### config.mk
export PLATFORM = sky130hd
export DESIGN_NAME = jtag_tap_ctrl
export DESIGN_NICKNAME = d
export VERILOG_FILES = /design/src/rtl/jtag_tap_ctrl.sv
export SDC_FILE = /design/constraint.sdc
export NUM_CORES = 1
export LEC_CHECK = 0
export CAP_MARGIN = 5
export CORE_MARGIN = 2
export CORE_UTILIZATION = 30
export CTS_BUF_LIST = sky130_fd_sc_hd__clkbuf_8
export CTS_CLUSTER_SIZE = 30
export DETAILED_ROUTE_END_ITERATION = 6
export PLACE_DENSITY = 0.55
export SYNTH_ARGS = -nofsm -noshare
export SYNTH_HDL_FRONTEND = slang
export SYNTH_SLANG_ARGS = --single-unit
### constraint.sdc
create_clock -name TCK -period 2.36 [get_ports TCK]
set_input_delay 0.354 -clock TCK [delete_from_list [all_inputs] [get_ports TCK]]
set_output_delay 0.354 -clock TCK [all_outputs]
set_load 0.02 [all_outputs]
### src/rtl/jtag_tap_ctrl.sv
// IEEE 1149.1-style TAP controller: 16-state FSM, instruction register, BYPASS/IDCODE DRs, TDO mux.
// Define IDCODE_EN to include the IDCODE register and make OP_IDCODE the reset instruction.
module jtag_tap_ctrl #(
  parameter int unsigned          IR_WIDTH     = 4,
  parameter logic [IR_WIDTH-1:0]  OP_IDCODE    = 'b0001,
  parameter logic [IR_WIDTH-1:0]  OP_USER      = 'b0010,
  parameter logic [31:0]          IDCODE_VALUE = 32'h1234_5679
) (
  input  logic                TCK,
  input  logic                TRST,
  input  logic                TMS,
  input  logic                TDI,
  output logic                TDO,
  output logic                TDO_EN,
  output logic [3:0]          STATE,
  output logic [IR_WIDTH-1:0] IR,
  output logic                SEL_USER,
  output logic                CAPTURE_DR,
  output logic                SHIFT_DR,
  output logic                UPDATE_DR,
  input  logic                USER_TDO
);

  typedef enum logic [3:0] {
    TLR    = 4'd0,  IDLE   = 4'd1,  SEL_DR = 4'd2,  CAP_DR = 4'd3,
    SH_DR  = 4'd4,  EX1_DR = 4'd5,  PA_DR  = 4'd6,  EX2_DR = 4'd7,
    UPD_DR = 4'd8,  SEL_IR = 4'd9,  CAP_IR = 4'd10, SH_IR  = 4'd11,
    EX1_IR = 4'd12, PA_IR  = 4'd13, EX2_IR = 4'd14, UPD_IR = 4'd15
  } tap_state_t;

  localparam logic [IR_WIDTH-1:0] IR_CAPTURE = IR_WIDTH'(2'b01);
`ifdef IDCODE_EN
  localparam logic [IR_WIDTH-1:0] IR_DEFAULT = OP_IDCODE;
`else
  localparam logic [IR_WIDTH-1:0] IR_DEFAULT = '1;
`endif

  tap_state_t          state;
  logic [IR_WIDTH-1:0] ir_sr;
  logic                bypass_q;
  logic                dr_tdo;

  always_ff @(posedge TCK or negedge TRST) begin
    if (!TRST) begin
      state <= TLR;
    end else begin
      case (state)
        TLR:    state <= TMS ? TLR    : IDLE;
        IDLE:   state <= TMS ? SEL_DR : IDLE;
        SEL_DR: state <= TMS ? SEL_IR : CAP_DR;
        CAP_DR: state <= TMS ? EX1_DR : SH_DR;
        SH_DR:  state <= TMS ? EX1_DR : SH_DR;
        EX1_DR: state <= TMS ? UPD_DR : PA_DR;
        PA_DR:  state <= TMS ? EX2_DR : PA_DR;
        EX2_DR: state <= TMS ? UPD_DR : SH_DR;
        UPD_DR: state <= TMS ? SEL_DR : IDLE;
        SEL_IR: state <= TMS ? TLR    : CAP_IR;
        CAP_IR: state <= TMS ? EX1_IR : SH_IR;
        SH_IR:  state <= TMS ? EX1_IR : SH_IR;
        EX1_IR: state <= TMS ? UPD_IR : PA_IR;
        PA_IR:  state <= TMS ? EX2_IR : PA_IR;
        EX2_IR: state <= TMS ? UPD_IR : SH_IR;
        UPD_IR: state <= TMS ? SEL_DR : IDLE;
      endcase
    end
  end

  assign STATE = state;

  always_ff @(posedge TCK or negedge TRST) begin
    if (!TRST) begin
      ir_sr <= IR_CAPTURE;
    end else if (state == CAP_IR) begin
      ir_sr <= IR_CAPTURE;
    end else if (state == SH_IR) begin
      ir_sr <= {TDI, ir_sr[IR_WIDTH-1:1]};
    end
  end

  // Active instruction changes only on falling TCK, so decoded selects are stable across rising edges
  always_ff @(negedge TCK or negedge TRST) begin
    if (!TRST) begin
      IR <= IR_DEFAULT;
    end else if (state == TLR) begin
      IR <= IR_DEFAULT;
    end else if (state == UPD_IR) begin
      IR <= ir_sr;
    end
  end

  always_ff @(posedge TCK or negedge TRST) begin
    if (!TRST) begin
      bypass_q <= 1'b0;
    end else if (state == CAP_DR) begin
      bypass_q <= 1'b0;
    end else if (state == SH_DR) begin
      bypass_q <= TDI;
    end
  end

  assign SEL_USER   = (IR == OP_USER);
  assign CAPTURE_DR = (state == CAP_DR) && SEL_USER;
  assign SHIFT_DR   = (state == SH_DR)  && SEL_USER;
  assign UPDATE_DR  = (state == UPD_DR) && SEL_USER;

`ifdef IDCODE_EN
  logic [31:0] idcode_sr;
  logic        sel_idcode;

  always_ff @(posedge TCK or negedge TRST) begin
    if (!TRST) begin
      idcode_sr <= IDCODE_VALUE;
    end else if (state == CAP_DR) begin
      idcode_sr <= IDCODE_VALUE;
    end else if (state == SH_DR) begin
      idcode_sr <= {TDI, idcode_sr[31:1]};
    end
  end

  assign sel_idcode = (IR == OP_IDCODE) && !SEL_USER;
  assign dr_tdo     = SEL_USER ? USER_TDO : (sel_idcode ? idcode_sr[0] : bypass_q);
`else
  logic unused_idcode;
  assign unused_idcode = ^{IDCODE_VALUE, OP_IDCODE};
  assign dr_tdo        = SEL_USER ? USER_TDO : bypass_q;
`endif

  // TDO launches on falling TCK so the host samples a settled bit on the next rising edge
  always_ff @(negedge TCK or negedge TRST) begin
    if (!TRST) begin
      TDO    <= 1'b0;
      TDO_EN <= 1'b0;
    end else begin
      TDO_EN <= (state == SH_IR) || (state == SH_DR);
      if (state == SH_IR) begin
        TDO <= ir_sr[0];
      end else if (state == SH_DR) begin
        TDO <= dr_tdo;
      end else begin
        TDO <= 1'b0;
      end
    end
  end

endmodule

==> flow_metrics.py <==
metrics = {
    "pwr": {
        "powerDensity_nw_per_um2": 1490,
        "ir_worst_vdd_v": 0.000721,
        "p_leak_uw": 0.000592,
    },
    "synthesis": {
        "synth_nets": 98,
        "synth_most_common_cell": "o21ai_0",
        "synth_area_leaders": "dfrtp_1 (24%), dfstp_2 (16%), o21ai_0 (6.7%), dfrtn_1 (6.1%), nand2_1 (4.1%)",
        "netlist_area_sq_um": 820,
        "synth_cell_types": 30,
        "ys_top_cells_by_count": "o21ai_0 (11), nand2_1 (9), dfrtp_1 (8), nor2_1 (8), a21oi_1 (6)",
        "synth_seq_cells": 15,
        "syn_inst": 93,
        "synth_top_area_cell": "dfrtp_1",
        "ys_seq_area_frac": 0.466,
        "yosysWarnings": 0,
        "synthArstFlopShare": 1.00,
        "synth_flop_cell": "dfrtp_1",
        "synth_edf_count": 0,
        "synth_top_area_frac": 0.244,
        "avgSynthCellArea_sq_um": 8.81,
    },
    "critical_path": {
        "worstPathCellList": "or4b_4 > nor4_4 > buf_4",
        "reg2reg_depth": 2,
        "worstPathRequired_ps": 2010,
        "crit_path_end_kind": "primary output",
        "cp-start-kind": "flop",
        "arrival_ps": 2880,
        "cp_slowest_stage_delay_ps": 530,
        "r2r-start": "STATE[0]$_DFF_PN0_",
        "crit_path_top_delay_cell": "or4b_4",
        "crit_start": "IR[1]$_DFFE_NN1P_",
        "path_max_fanout": 5,
        "critPathKind": "reg2out",
    },
    "placed_design": {
        "dp.cells": 155,
        "place_ws_ps": -1070,
        "hpwl_microns": 1690,
        "gp_congestion": 0.820,
        "io_buffer_count": 18,
    },
    "timing": {
        "setup_tns_ps": -4220,
        "rsz0062_at_grt": "yes",
        "drv_slew": 0,
        "skew_ps": 67.1,
        "worstMarginPinSlew_ps": 453,
        "slew_headroom": 0.697,
        "setup_viol": 8,
        "setup_ws_ps": -879,
        "hold_viol_final": 0,
    },
    "clock_tree": {
        "clkTransAtPathRegs_ps": 60,
        "clkLatencyLatePin_ps": 310,
        "h-tree-depth": 1,
        "clk_path_buf_depth": 2,
        "cts_tree": "done",
        "cts.sinks": 15,
        "cts_buffers": 3,
        "root_buffer": "clkbuf_8",
    },
    "finish": {
        "syn2layout_area_growth_pct": 58.2,
        "nets": 141,
        "finalNonFillerCells": 165,
        "drive_above_1_share": 0.422,
        "n_antenna_cell": 0,
        "final_util": 0.514,
    },
    "routing": {
        "drt_iter0_drc": 18,
        "firstDrtPassIters": 4,
        "drt_wl_total_microns": 2220,
        "wl_per_cell_microns": 13.5,
        "drc": 0,
        "drtAntennaViolNets": 0,
        "viasPerCell": 5.04,
        "vias": 831,
    },
    "grt": {
        "grt_pass1_vias": 801,
        "globalRouteTotalUtil": 0.148,
        "antenna_found_initial": 0,
        "grt_pass1_wl_microns": 3750,
        "grt_max_degree": 15,
        "grt_overflow": 0,
    },
    "die": {
        "die_x_microns": 56.3,
        "die_area_sq_um": 3170,
        "pin_count": 19,
        "row_count": 18,
        "die_h_microns": 56.3,
        "coreArea_sq_um": 2520,
        "start_util": 0.325,
    },
    "flow_run": {
        "cap_viol_max_count": 0,
    },
    "run_status": {
        "failed_checks": "negative setup slack",
        "outcome": "complete, but fails checks",
    },
    "hold_path": {
        "hp-class": "in2async",
    },
}
==> cell families (layout without fill, tap and decap cells) <==
kind of cell	count (synthesis)	count (layout)	share of synthesized area
flops	15	15	0.466
xor+xnor	1	1	0.0107
mux	1	1	0.0122
compound gates	34	34	0.253
simple gates	29	29	0.191
buf+inv	13	55	0.0672
==> state kept, by name, indices dropped and copies added, names as in the netlist <==
register and count:
ir_sr 4, TDO_EN 1, TDO 1, STATE 4, IR 4, bypass_q 1
==> layout by cell type, fill, tap and decap left out, drive strengths merged, types with 2 or more instances in the layout <==
| cell | n |
|---|---|
| nand2 | 9 |
| inv | 9 |
| dfrtp | 8 |
| nor2 | 8 |
| a22oi | 4 |
| nand3 | 4 |
| clkbuf | 4 |
| dfrtn | 2 |
| o31ai | 2 |
| o21ai | 13 |
| nor3 | 3 |
| a21oi | 6 |
| o22ai | 3 |
| buf | 34 |
| nor4 | 2 |
| clkdlybuf4s50 | 8 |
| dfstp | 5 |
==> worst max-delay path, delay by kind of cell, from the launching register on <==
family	cells	cell delay, ps
DFF	1	520
and+or+nand+nor	2	700
buffers and inverters	1	180
==> power by group <==
part	total, uW	internal (uW)	switching (uW)
Sequential	526	418	108
Combinational	1150	564	584
Clock	258	157	101
==> layer usage <==
metal,GRT usage,vias to the layer above,share of wire
li1,-,422,-
met1,0.205,387,0.47
met2,0.230,17,0.48
met3,0.0346,5,0.038
met4,0.0408,0,0.0094
met5,0,-,0
==> area by class of cell <==
cell class	count	area, sq um
Fill cell	244	1230
Multi-Input combinational cell	65	415
Sequential cell	15	387
Timing Repair Buffer	42	368
Clock buffer	4	55.1
Tap cell	30	37.5
Inverter	5	18.8
Clock inverter	4	15.0
==> path summary, 6_finish.rpt <==
check                                        to  slack [ps]
max reg2reg                    TDO_EN$_DFF_NN0_          90
min reg2reg                ir_sr[0]$_DFFE_PN1N_         500
max in group asynchronous     IR[3]$_DFFE_NN1P_         550
min in group TCK           ir_sr[0]$_DFFE_PN1N_         500
min                          STATE[1]$_DFF_PN0_         380
max                                   UPDATE_DR        -880
==> stage by stage <==
| stage | total power (uW) | area (sq um) | hold WS [ps] |
|---|---|---|---|
| after floorplan | 1120 | 858 | 58.4 |
| after global placement | 1600 | 1190 | 484 |
| after detailed placement | 1610 | 1190 | 491 |
| after CTS | 1910 | 1280 | 392 |
| after global routing | 2080 | 1300 | 402 |
| final | 1930 | 1300 | 381 |
==> repair_timing <==
item                       4_1_cts  5_1_grt
setup endpoints to repair       10       10
hold buffers                     0        0
buffers inserted                 3        3
pin swaps                        0        1
gates resized for setup         58        6
Power figures use the tool's default switching activity.
